## config.mk

```make
export PLATFORM = sky130hd
export DESIGN_NAME = execute_mc_unit_flat
export DESIGN_NICKNAME = d
export VERILOG_FILES = /design/src/rtl/execute_mc_unit_pkg.sv /design/src/rtl/execute_mc_unit_if.sv /design/src/rtl/execute_mc_unit_muldiv_iter.sv /design/src/rtl/execute_mc_unit.sv /design/src/flat_wrapper.sv
export SDC_FILE = /design/constraint.sdc
export NUM_CORES = 1
export LEC_CHECK = 0
export BUFFER_PORTS_ARGS = -buffer_cell sky130_fd_sc_hd__buf_2
export CORE_MARGIN = 2
export CORE_UTILIZATION = 50
export CTS_CLUSTER_DIAMETER = 60
export DETAILED_ROUTE_END_ITERATION = 16
export PLACE_DENSITY = 0.68
export RECOVER_POWER = 100
export SYNTH_ARGS = -nofsm -noshare
export SYNTH_HDL_FRONTEND = slang
export SYNTH_SLANG_ARGS = --single-unit
```

## constraint.sdc

```tcl
create_clock -name clk -period 6.2 [get_ports clk]
set_input_delay 0 -clock clk [delete_from_list [all_inputs] [get_ports clk]]
set_output_delay 0 -clock clk [all_outputs]
set_load 0.01 [all_outputs]
```

## src/rtl/execute_mc_unit_pkg.sv

```systemverilog
// Shared encodings for the execute stage: opcodes, FSM states, forward-select and iterative-unit op.
// Latency: n/a (types and constants only).
// Backpressure: n/a.
package execute_mc_unit_pkg;

    localparam logic [3:0] OP_ADD   = 4'd0;
    localparam logic [3:0] OP_SUB   = 4'd1;
    localparam logic [3:0] OP_AND   = 4'd2;
    localparam logic [3:0] OP_XOR   = 4'd3;
    localparam logic [3:0] OP_SLL   = 4'd4;
    localparam logic [3:0] OP_SRL   = 4'd5;
    localparam logic [3:0] OP_ROL   = 4'd6;
    localparam logic [3:0] OP_ROR   = 4'd7;
    localparam logic [3:0] OP_SEQ   = 4'd8;
    localparam logic [3:0] OP_SLT   = 4'd9;
    localparam logic [3:0] OP_SLE   = 4'd10;
    localparam logic [3:0] OP_SCO   = 4'd11;
    localparam logic [3:0] OP_MUL   = 4'd12;
    localparam logic [3:0] OP_DIVU  = 4'd13;
    localparam logic [3:0] OP_REMU  = 4'd14;
    localparam logic [3:0] OP_PASSB = 4'd15;

    typedef enum logic {
        ST_IDLE = 1'b0,
        ST_BUSY = 1'b1
    } state_e;

    // Also consumed by the hazard unit, so keep the encoding stable.
    typedef enum logic [1:0] {
        FWD_RF    = 2'd0,
        FWD_EXMEM = 2'd1,
        FWD_MEMWB = 2'd2
    } fwd_sel_e;

    typedef enum logic [1:0] {
        MD_MUL  = 2'd0,
        MD_DIVU = 2'd1,
        MD_REMU = 2'd2
    } md_op_e;

endpackage

```

## src/rtl/execute_mc_unit_if.sv

```systemverilog
// Operand/forwarding/result bundle between the issue logic and the execute stage.
// Latency: n/a (wires only).
// Backpressure: in_valid/in_ready handshake on the issue side; result side is a valid pulse.
interface execute_mc_unit_if #(
    parameter int WIDTH     = 16,
    parameter int REG_IDX_W = 3
);
    logic                 in_valid;
    logic                 in_ready;
    logic                 flush;
    logic [3:0]           op;
    logic [REG_IDX_W-1:0] rs_idx;
    logic [REG_IDX_W-1:0] rt_idx;
    logic                 rs_used;
    logic                 rt_used;
    logic [WIDTH-1:0]     rs_data;
    logic [WIDTH-1:0]     rt_data;
    logic [WIDTH-1:0]     imm;
    logic                 use_imm;
    logic [REG_IDX_W-1:0] exmem_rd;
    logic [REG_IDX_W-1:0] memwb_rd;
    logic                 exmem_wr;
    logic                 memwb_wr;
    logic [WIDTH-1:0]     exmem_data;
    logic [WIDTH-1:0]     memwb_data;
    logic                 out_valid;
    logic [WIDTH-1:0]     out_result;
    logic                 out_zero;
    logic                 out_ltz;
    logic                 out_ofl;
    logic                 out_err;

    modport master (
        output in_valid, flush, op, rs_idx, rt_idx, rs_used, rt_used, rs_data, rt_data,
               imm, use_imm, exmem_rd, memwb_rd, exmem_wr, memwb_wr, exmem_data, memwb_data,
        input  in_ready, out_valid, out_result, out_zero, out_ltz, out_ofl, out_err
    );

    modport slave (
        input  in_valid, flush, op, rs_idx, rt_idx, rs_used, rt_used, rs_data, rt_data,
               imm, use_imm, exmem_rd, memwb_rd, exmem_wr, memwb_wr, exmem_data, memwb_data,
        output in_ready, out_valid, out_result, out_zero, out_ltz, out_ofl, out_err
    );
endinterface

```

## src/rtl/execute_mc_unit_muldiv_iter.sv

```systemverilog
// Iterative shift-add multiplier / restoring divider, one bit per clock.
// Latency: WIDTH edges after start; done_o marks the final iteration edge, result_o valid then.
// Backpressure: none internally; caller must not start while busy_o, abort_i cancels immediately.
module execute_mc_unit_muldiv_iter
    import execute_mc_unit_pkg::*;
#(
    parameter int WIDTH = 16
) (
    input  logic             clk,
    input  logic             rst,
    input  logic             start_i,
    input  logic             abort_i,
    input  md_op_e           op_i,
    input  logic [WIDTH-1:0] a_i,
    input  logic [WIDTH-1:0] b_i,
    output logic             busy_o,
    output logic             done_o,
    output logic [WIDTH-1:0] result_o,
    output logic             ofl_o
);
    localparam int CNT_W = $clog2(WIDTH);
    localparam logic [CNT_W-1:0] LAST = CNT_W'(WIDTH - 1);

    logic               busy_q;
    md_op_e             op_q;
    logic [CNT_W-1:0]   cnt_q;
    logic [2*WIDTH-1:0] prod_q;
    logic [2*WIDTH-1:0] mcand_q;
    logic [WIDTH-1:0]   mplier_q;
    logic [WIDTH-1:0]   rem_q;
    logic [WIDTH-1:0]   quot_q;
    logic [WIDTH-1:0]   divisor_q;

    logic [2*WIDTH-1:0] prod_d;
    logic [WIDTH:0]     rem_shift;
    logic [WIDTH:0]     rem_sub;
    logic [WIDTH-1:0]   rem_d;
    logic [WIDTH-1:0]   quot_d;

    // One multiply step (conditional add) and one restoring-divide step (trial subtract).
    always_comb begin
        prod_d    = mplier_q[0] ? (prod_q + mcand_q) : prod_q;
        rem_shift = {rem_q, quot_q[WIDTH-1]};
        rem_sub   = rem_shift - {1'b0, divisor_q};
        // Top bit of the trial difference is set exactly when the divisor did not fit.
        if (!rem_sub[WIDTH]) begin
            rem_d  = rem_sub[WIDTH-1:0];
            quot_d = {quot_q[WIDTH-2:0], 1'b1};
        end else begin
            rem_d  = rem_shift[WIDTH-1:0];
            quot_d = {quot_q[WIDTH-2:0], 1'b0};
        end
    end

    // Result of the step being taken now; sampled by the caller on the final iteration edge.
    always_comb begin
        ofl_o = 1'b0;
        case (op_q)
            MD_MUL: begin
                result_o = prod_d[WIDTH-1:0];
                ofl_o    = |prod_d[2*WIDTH-1:WIDTH];
            end
            MD_DIVU: result_o = quot_d;
            default: result_o = rem_d;
        endcase
    end

    assign busy_o = busy_q;
    assign done_o = busy_q && (cnt_q == LAST);

    // Operand latch at start, then one iteration per clock until the counter wraps.
    always_ff @(posedge clk) begin
        if (rst) begin
            busy_q    <= 1'b0;
            op_q      <= MD_MUL;
            cnt_q     <= '0;
            prod_q    <= '0;
            mcand_q   <= '0;
            mplier_q  <= '0;
            rem_q     <= '0;
            quot_q    <= '0;
            divisor_q <= '0;
        end else if (abort_i) begin
            busy_q <= 1'b0;
            cnt_q  <= '0;
        end else if (start_i) begin
            busy_q    <= 1'b1;
            op_q      <= op_i;
            cnt_q     <= '0;
            prod_q    <= '0;
            mcand_q   <= {{WIDTH{1'b0}}, a_i};
            mplier_q  <= b_i;
            rem_q     <= '0;
            quot_q    <= a_i;
            divisor_q <= b_i;
        end else if (busy_q) begin
            prod_q   <= prod_d;
            mcand_q  <= {mcand_q[2*WIDTH-2:0], 1'b0};
            mplier_q <= {1'b0, mplier_q[WIDTH-1:1]};
            rem_q    <= rem_d;
            quot_q   <= quot_d;
            if (cnt_q == LAST) begin
                busy_q <= 1'b0;
                cnt_q  <= '0;
            end else begin
                cnt_q <= cnt_q + 1'b1;
            end
        end
    end

endmodule

```

## src/rtl/execute_mc_unit.sv

```systemverilog
// Execute stage: operand forwarding, single-cycle ALU, iterative MUL/DIVU/REMU, EX/MEM result register.
// Latency: 1 edge for single-cycle ops and divide-by-zero, WIDTH edges after accept for MUL/DIVU/REMU.
// Backpressure: in_ready drops for WIDTH cycles after a multi-cycle accept; flush drops input or aborts.
module execute_mc_unit
    import execute_mc_unit_pkg::*;
#(
    parameter int WIDTH     = 16,   // power of two, at least 4
    parameter int REG_IDX_W = 3
) (
    input  logic              clk,
    input  logic              rst,
    execute_mc_unit_if.slave  bus
);
    localparam int SHAMT_W = $clog2(WIDTH);

    fwd_sel_e           rs_sel;
    fwd_sel_e           rt_sel;
    logic [WIDTH-1:0]   op_a;
    logic [WIDTH-1:0]   rt_fwd;
    logic [WIDTH-1:0]   op_b;
    logic [SHAMT_W-1:0] shamt;
    logic [SHAMT_W:0]   inv_shamt;
    logic [WIDTH:0]     sum_ext;
    logic [WIDTH-1:0]   diff;
    logic [WIDTH-1:0]   alu_res;
    logic               alu_ofl;
    logic               is_mc;
    logic               div_zero;
    logic               accept;
    logic               mc_start;
    md_op_e             md_op_sel;
    logic               md_busy;
    logic               md_done;
    logic [WIDTH-1:0]   md_result;
    logic               md_ofl;

    state_e             state_q;
    logic               in_ready_q;
    logic               out_valid_q;
    logic [WIDTH-1:0]   out_result_q;
    logic               out_zero_q;
    logic               out_ltz_q;
    logic               out_ofl_q;
    logic               out_err_q;

    // Forward-select per source: EX/MEM beats MEM/WB, index 0 is an ordinary register.
    always_comb begin
        rs_sel = FWD_RF;
        rt_sel = FWD_RF;
        if (bus.rs_used && bus.exmem_wr && (bus.exmem_rd == bus.rs_idx))      rs_sel = FWD_EXMEM;
        else if (bus.rs_used && bus.memwb_wr && (bus.memwb_rd == bus.rs_idx)) rs_sel = FWD_MEMWB;
        if (bus.rt_used && bus.exmem_wr && (bus.exmem_rd == bus.rt_idx))      rt_sel = FWD_EXMEM;
        else if (bus.rt_used && bus.memwb_wr && (bus.memwb_rd == bus.rt_idx)) rt_sel = FWD_MEMWB;
    end

    // Operand muxes driven by the forward-select codes.
    always_comb begin
        case (rs_sel)
            FWD_EXMEM: op_a = bus.exmem_data;
            FWD_MEMWB: op_a = bus.memwb_data;
            default:   op_a = bus.rs_data;
        endcase
        case (rt_sel)
            FWD_EXMEM: rt_fwd = bus.exmem_data;
            FWD_MEMWB: rt_fwd = bus.memwb_data;
            default:   rt_fwd = bus.rt_data;
        endcase
        op_b = bus.use_imm ? bus.imm : rt_fwd;
    end

    assign shamt     = op_b[SHAMT_W-1:0];
    // Shifting by a full WIDTH yields zero, which makes a rotate by 0 return A unchanged.
    assign inv_shamt = (SHAMT_W + 1)'(WIDTH) - {1'b0, shamt};
    assign sum_ext   = {1'b0, op_a} + {1'b0, op_b};
    assign diff      = op_a - op_b;

    // Single-cycle ALU; DIVU/REMU entries only matter on the divide-by-zero shortcut.
    always_comb begin
        alu_res = '0;
        alu_ofl = 1'b0;
        case (bus.op)
            OP_ADD: begin
                alu_res = sum_ext[WIDTH-1:0];
                alu_ofl = (op_a[WIDTH-1] == op_b[WIDTH-1]) && (sum_ext[WIDTH-1] != op_a[WIDTH-1]);
            end
            OP_SUB: begin
                alu_res = diff;
                alu_ofl = (op_a[WIDTH-1] != op_b[WIDTH-1]) && (diff[WIDTH-1] != op_a[WIDTH-1]);
            end
            OP_AND:   alu_res = op_a & op_b;
            OP_XOR:   alu_res = op_a ^ op_b;
            OP_SLL:   alu_res = op_a << shamt;
            OP_SRL:   alu_res = op_a >> shamt;
            OP_ROL:   alu_res = (op_a << shamt) | (op_a >> inv_shamt);
            OP_ROR:   alu_res = (op_a >> shamt) | (op_a << inv_shamt);
            OP_SEQ:   alu_res = {{(WIDTH-1){1'b0}}, op_a == op_b};
            OP_SLT:   alu_res = {{(WIDTH-1){1'b0}}, $signed(op_a) < $signed(op_b)};
            OP_SLE:   alu_res = {{(WIDTH-1){1'b0}}, $signed(op_a) <= $signed(op_b)};
            OP_SCO:   alu_res = {{(WIDTH-1){1'b0}}, sum_ext[WIDTH]};
            OP_DIVU:  alu_res = '1;
            OP_REMU:  alu_res = op_a;
            OP_PASSB: alu_res = op_b;
            default:  alu_res = '0;
        endcase
    end

    // Accept decode; a zero divisor skips the iterative unit entirely.
    always_comb begin
        is_mc     = (bus.op == OP_MUL) || (bus.op == OP_DIVU) || (bus.op == OP_REMU);
        div_zero  = ((bus.op == OP_DIVU) || (bus.op == OP_REMU)) && (op_b == '0);
        accept    = bus.in_valid && in_ready_q && !bus.flush;
        mc_start  = accept && is_mc && !div_zero;
        md_op_sel = (bus.op == OP_MUL) ? MD_MUL : ((bus.op == OP_DIVU) ? MD_DIVU : MD_REMU);
    end

    execute_mc_unit_muldiv_iter #(.WIDTH(WIDTH)) u_muldiv (
        .clk      (clk),
        .rst      (rst),
        .start_i  (mc_start),
        .abort_i  (bus.flush && md_busy),
        .op_i     (md_op_sel),
        .a_i      (op_a),
        .b_i      (op_b),
        .busy_o   (md_busy),
        .done_o   (md_done),
        .result_o (md_result),
        .ofl_o    (md_ofl)
    );

    // IDLE/BUSY control plus the EX/MEM result register; outputs hold unless a result lands.
    always_ff @(posedge clk) begin
        if (rst) begin
            state_q      <= ST_IDLE;
            in_ready_q   <= 1'b1;
            out_valid_q  <= 1'b0;
            out_result_q <= '0;
            out_zero_q   <= 1'b0;
            out_ltz_q    <= 1'b0;
            out_ofl_q    <= 1'b0;
            out_err_q    <= 1'b0;
        end else begin
            out_valid_q <= 1'b0;
            case (state_q)
                ST_IDLE: begin
                    if (accept) begin
                        if (mc_start) begin
                            state_q    <= ST_BUSY;
                            in_ready_q <= 1'b0;
                            out_err_q  <= 1'b0;
                        end else begin
                            out_valid_q  <= 1'b1;
                            out_result_q <= alu_res;
                            out_zero_q   <= (alu_res == '0);
                            out_ltz_q    <= alu_res[WIDTH-1];
                            out_ofl_q    <= alu_ofl;
                            out_err_q    <= div_zero;
                        end
                    end
                end
                ST_BUSY: begin
                    if (bus.flush) begin
                        state_q    <= ST_IDLE;
                        in_ready_q <= 1'b1;
                    end else if (md_done) begin
                        state_q      <= ST_IDLE;
                        in_ready_q   <= 1'b1;
                        out_valid_q  <= 1'b1;
                        out_result_q <= md_result;
                        out_zero_q   <= (md_result == '0);
                        out_ltz_q    <= md_result[WIDTH-1];
                        out_ofl_q    <= md_ofl;
                        out_err_q    <= 1'b0;
                    end
                end
                default: state_q <= ST_IDLE;
            endcase
        end
    end

    assign bus.in_ready   = in_ready_q;
    assign bus.out_valid  = out_valid_q;
    assign bus.out_result = out_result_q;
    assign bus.out_zero   = out_zero_q;
    assign bus.out_ltz    = out_ltz_q;
    assign bus.out_ofl    = out_ofl_q;
    assign bus.out_err    = out_err_q;

endmodule

```

## src/flat_wrapper.sv

```systemverilog
// flat-port wrapper written by rule: the top's interface ports become plain ports
module execute_mc_unit_flat import execute_mc_unit_pkg::*;
#(
    parameter int WIDTH     = 16,                              
    parameter int REG_IDX_W = 3
)
  (clk, rst, bus_in_valid, bus_flush, bus_op, bus_rs_idx, bus_rt_idx, bus_rs_used, bus_rt_used, bus_rs_data, bus_rt_data, bus_imm, bus_use_imm, bus_exmem_rd, bus_memwb_rd, bus_exmem_wr, bus_memwb_wr, bus_exmem_data, bus_memwb_data, bus_in_ready, bus_out_valid, bus_out_result, bus_out_zero, bus_out_ltz, bus_out_ofl, bus_out_err);
  execute_mc_unit_if #(.WIDTH(WIDTH), .REG_IDX_W(REG_IDX_W)) bus_i ();
  input  logic clk;
  input  logic rst;
  input wire logic [$bits(bus_i.in_valid)-1:0] bus_in_valid;
  input wire logic [$bits(bus_i.flush)-1:0] bus_flush;
  input wire logic [$bits(bus_i.op)-1:0] bus_op;
  input wire logic [$bits(bus_i.rs_idx)-1:0] bus_rs_idx;
  input wire logic [$bits(bus_i.rt_idx)-1:0] bus_rt_idx;
  input wire logic [$bits(bus_i.rs_used)-1:0] bus_rs_used;
  input wire logic [$bits(bus_i.rt_used)-1:0] bus_rt_used;
  input wire logic [$bits(bus_i.rs_data)-1:0] bus_rs_data;
  input wire logic [$bits(bus_i.rt_data)-1:0] bus_rt_data;
  input wire logic [$bits(bus_i.imm)-1:0] bus_imm;
  input wire logic [$bits(bus_i.use_imm)-1:0] bus_use_imm;
  input wire logic [$bits(bus_i.exmem_rd)-1:0] bus_exmem_rd;
  input wire logic [$bits(bus_i.memwb_rd)-1:0] bus_memwb_rd;
  input wire logic [$bits(bus_i.exmem_wr)-1:0] bus_exmem_wr;
  input wire logic [$bits(bus_i.memwb_wr)-1:0] bus_memwb_wr;
  input wire logic [$bits(bus_i.exmem_data)-1:0] bus_exmem_data;
  input wire logic [$bits(bus_i.memwb_data)-1:0] bus_memwb_data;
  output wire logic [$bits(bus_i.in_ready)-1:0] bus_in_ready;
  output wire logic [$bits(bus_i.out_valid)-1:0] bus_out_valid;
  output wire logic [$bits(bus_i.out_result)-1:0] bus_out_result;
  output wire logic [$bits(bus_i.out_zero)-1:0] bus_out_zero;
  output wire logic [$bits(bus_i.out_ltz)-1:0] bus_out_ltz;
  output wire logic [$bits(bus_i.out_ofl)-1:0] bus_out_ofl;
  output wire logic [$bits(bus_i.out_err)-1:0] bus_out_err;
  assign bus_i.in_valid = bus_in_valid;
  assign bus_i.flush = bus_flush;
  assign bus_i.op = bus_op;
  assign bus_i.rs_idx = bus_rs_idx;
  assign bus_i.rt_idx = bus_rt_idx;
  assign bus_i.rs_used = bus_rs_used;
  assign bus_i.rt_used = bus_rt_used;
  assign bus_i.rs_data = bus_rs_data;
  assign bus_i.rt_data = bus_rt_data;
  assign bus_i.imm = bus_imm;
  assign bus_i.use_imm = bus_use_imm;
  assign bus_i.exmem_rd = bus_exmem_rd;
  assign bus_i.memwb_rd = bus_memwb_rd;
  assign bus_i.exmem_wr = bus_exmem_wr;
  assign bus_i.memwb_wr = bus_memwb_wr;
  assign bus_i.exmem_data = bus_exmem_data;
  assign bus_i.memwb_data = bus_memwb_data;
  assign bus_in_ready = bus_i.in_ready;
  assign bus_out_valid = bus_i.out_valid;
  assign bus_out_result = bus_i.out_result;
  assign bus_out_zero = bus_i.out_zero;
  assign bus_out_ltz = bus_i.out_ltz;
  assign bus_out_ofl = bus_i.out_ofl;
  assign bus_out_err = bus_i.out_err;
  execute_mc_unit #(.WIDTH(WIDTH), .REG_IDX_W(REG_IDX_W)) u_core (.clk(clk), .rst(rst), .bus(bus_i));
endmodule
```

==> impl_metrics.ini <==
[pwr]
p_sw_mw = 1.409
power.total_mw = 3.578
p_int_mw = 2.168
netSwitchingFraction = 0.3939
p_per_area_mw_per_mm2 = 207.6
pwr-share-seq = 0.294
vdd_drop_max_mv = 0.1762
p_leak_nw = 6.780
p_comb_frac = 0.398
clock_power_share = 0.308

[routing]
dr.pass1.iters = 6
antenna_left = 0
dr.first_iter.drc_count = 2192
wl_per_cell_um = 25.26
totalWireLength_mm = 67.12
via_count = 17950
vias_per_cell = 6.754
drc = 0

[worst_setup_path]
rr_endpoint = u_core.bus.out_zero$_SDFFE_PP0P_
r2r_setup_slack_ns = 1.58
worstSetupPathType = in2reg
reg2reg_from = u_core.u_muldiv.quot_q[15]$_SDFFE_PP0P_
critPathArrivalTime_ns = 5.99
cp.required_ns = 6.57
start_kind = input port
crit_path_start = bus_rs_idx[1]
end_kind = flop
reg2reg_depth = 17
cp_max_fo = 13

[floorplan]
rows = 65
die_y_um = 182.1
core_area_mm2 = 0.03139
fp.dieW_um = 182.1
initial_core_util = 0.5052
ioPinCount = 127
die_area_mm2 = 0.03316

[yosys]
avgSynthCellArea_um2 = 7.164
syn-num-nets = 2405
yosys_warnings = 0
ys.flop_type = dfxtp_1
ys_ff_latch = 157
synth-edff-count = 0
seq_area_frac_synth = 0.1982
async_flop_share = 0
synthCells = 2214
syn_area_mm2 = 0.01586
synthDistinctLibCells = 95

[min_path]
worstHoldStart = rst
hold_depth = 4
min_path_type = in2reg
holdPathEnd = u_core.bus.in_ready$_SDFFE_PP1P_

[flow_run]
maxCapViolCount = 0

[final_layout]
fin_area_mm2 = 0.01724
layout_commonest_cell = nand2_1
multi_input_area_mm2 = 0.01163
drive_gt1_frac = 0.1145
seqCellArea_mm2 = 0.003143
final_cell_mix = nand2_1, nor2_1, a21oi_1, dfxtp_1, o21ai_0
area_delta_synth_final_pct = 8.686
nets = 2433
fillers = 3116

[global_routing]
grt_max_degree = 80
grt_pass1_wl_mm = 101.8
grtUsageTotal = 0.3978
grt_pass1_vias = 17120
antenna_found_initial = 0
grt-ovfl-total = 0

[sta]
hold_viol = 0
fmax_mhz = 178.1
fin_skew_ns = 0.01113
drv_slew = 0
slew_headroom = 0.08305
worst_pin_slew_ns = 1.372
final.setup.tns_ns = 0
fin_ws_ns = 0.5839
fin_crit_sh = 0.9058
final-setup-viol-count = 0
rsz0062_at_grt = no
fin_crit_ns = 5.616

[cts]
cts_resized = 0
cts_sinks = 157
postCtsSetupBuffers = 0
postCtsHoldBufs = 2
clockBufferDepth = 2
clkTransAtPathRegs_ns = 0.07
cts_tree = done
cts_buffers = 17
clkLatencyLatePin_ns = 0.43
root_buffer = clkbuf_16
htreeDepth = 4

[place]
dp_hpwl_mm = 50.02
placed_area_mm2 = 0.01666
preCtsSetupSlack_ns = 0.5260
place.gp.congestion = 1.170
io_buffers = 126

[outcome]
status = complete, no violations
-- state kept, by name, summed over array words and instances (netlist names) --
register,count
u_core.u_muldiv.mplier_q,16
u_core.bus.out_result,16
u_core.bus.out_zero,1
u_core.u_muldiv.mcand_q,32
u_core.u_muldiv.cnt_q,4
u_core.u_muldiv.busy_o,1
u_core.u_muldiv.prod_q,32
u_core.bus.out_err,1
u_core.u_muldiv.quot_q,16
u_core.state_q,1
u_core.u_muldiv.divisor_q,16
u_core.bus.in_ready,1
u_core.u_muldiv.rem_q,16
u_core.u_muldiv.op_q,2
u_core.bus.out_ofl,1
u_core.bus.out_valid,1
-- cell type report --
class,instances,area share
Clock inverter,12,0.009436
Antenna cell,1,0.0001452
Inverter,88,0.01916
Sequential cell,157,0.1823
Tap cell,402,0.02918
Clock buffer,19,0.02628
Multi-Input combinational cell,1798,0.6745
Timing Repair Buffer,180,0.05894
-- layer usage --
layer / wire, um / vias to the layer above / global-route usage
li1: - / 8156 / -
met1: 25770 / 8493 / 0.4857
met2: 30000 / 1052 / 0.6421
met3: 5663 / 244 / 0.05348
met4: 5682 / 0 / 0.2948
met5: 0 / - / 0
-- how the worst max path moves through the flow --
stage,depth (start not counted),slack [ns],to
6_report,21,0.58,u_core.bus.out_zero$_SDFFE_PP0P_
5_1_grt,19,0.40,u_core.bus.out_zero$_SDFFE_PP0P_
4_1_cts,21,0.95,u_core.bus.out_zero$_SDFFE_PP0P_
3_5_place_dp,21,0.53,u_core.bus.out_zero$_SDFFE_PP0P_
3_3_place_gp,21,0.57,u_core.bus.out_zero$_SDFFE_PP0P_
2_1_floorplan,23,1.32,u_core.bus.out_zero$_SDFFE_PP0P_
-- power by group through the flow --
| stage | sequential [mW] | clock, mW | combinational [mW] |
|---|---|---|---|
| finish | 1.05 | 1.10 | 1.42 |
| global route | 1.05 | 1.16 | 1.49 |
| CTS | 1.05 | 1.11 | 1.38 |
| detailed placement | 1.07 | 0 | 1.37 |
| global placement | 1.07 | 0 | 1.37 |
| floorplan | 1.07 | 0 | 0.918 |
-- cell families (layout without fill, tap and decap cells) --
family / after synthesis / in the layout / synth area share
AOI/OAI and AO/OA: 694 / 694 / 0.2878
adders and majority gates: 86 / 86 / 0.06974
and+or+nand+nor: 794 / 794 / 0.2263
xor gates and xnor gates: 76 / 76 / 0.04197
muxes: 148 / 148 / 0.1056
buffers and inverters: 259 / 299 / 0.07037
other: 0 / 1 / 0
DFF: 157 / 157 / 0.1982
-- synthesized netlist by cell type, drive strengths merged, types with 7 or more instances --
library cell / n / area, um2
nor3: 60 / 305.3
nor2: 208 / 780.8
mux2i: 115 / 1176
a22oi: 7 / 66.31
and3: 10 / 62.56
clkbuf: 100 / 375.4
a211o: 14 / 131.4
o31a: 10 / 88.84
ha: 82 / 1026
a222oi: 12 / 120.1
or4: 7 / 56.30
o211ai: 27 / 202.7
and2: 13 / 81.33
nor4: 28 / 187.7
xnor2: 51 / 446.7
a211oi: 63 / 485.5
mux4: 10 / 236.5
xor2: 25 / 219.0
nand2b: 21 / 131.4
o2111ai: 10 / 87.58
a21oi: 180 / 900.9
o31ai: 12 / 103.9
o21bai: 13 / 97.59
o21a: 23 / 176.4
nand2: 320 / 1211
a2111oi: 7 / 73.82
a31oi: 58 / 362.9
a311oi: 12 / 111.4
nand4: 20 / 125.1
buf: 71 / 410.4
mux2: 23 / 262.8
or3: 19 / 118.9
nor2b: 16 / 100.1
inv: 87 / 326.6
a21o: 14 / 105.1
o21ai: 153 / 769.5
nand3: 54 / 270.3
or2: 7 / 43.79
o22ai: 14 / 87.58
dfxtp: 157 / 3143
o221ai: 11 / 96.34
-- critical path: stages --
cell and delay (ns):
buf_2 0.12, xor2_1 0.18, or4_1 0.92, mux2i_1 0.23, o21ai_1 0.73, inv_1 0.14
ha_1 0.28, fa_1 0.41, nand2b_1 0.18, a211oi_1 0.30, o22ai_1 0.26, o211a_1 0.28
a21oi_1 0.24, o21ai_0 0.18, a21oi_1 0.15, nand4_1 0.13, nor3_1 0.53, and4_1 0.32
nor4b_4 0.22, nand3_1 0.10, nand3_1 0.07
-- per-stage QoR --
step / std cells / utilization / hold slack (ns)
finish: 2657 / 0.5491 / 0.08606
global route: 2656 / 0.5490 / 0.1079
CTS: 2656 / 0.5509 / 0.06921
detailed placement: 2623 / 0.5307 / 0.3610
global placement: 2623 / 0.5307 / 0.3514
floorplan: 2214 / - / 0.2182
Note: power is estimated with default switching activity, not from simulation.
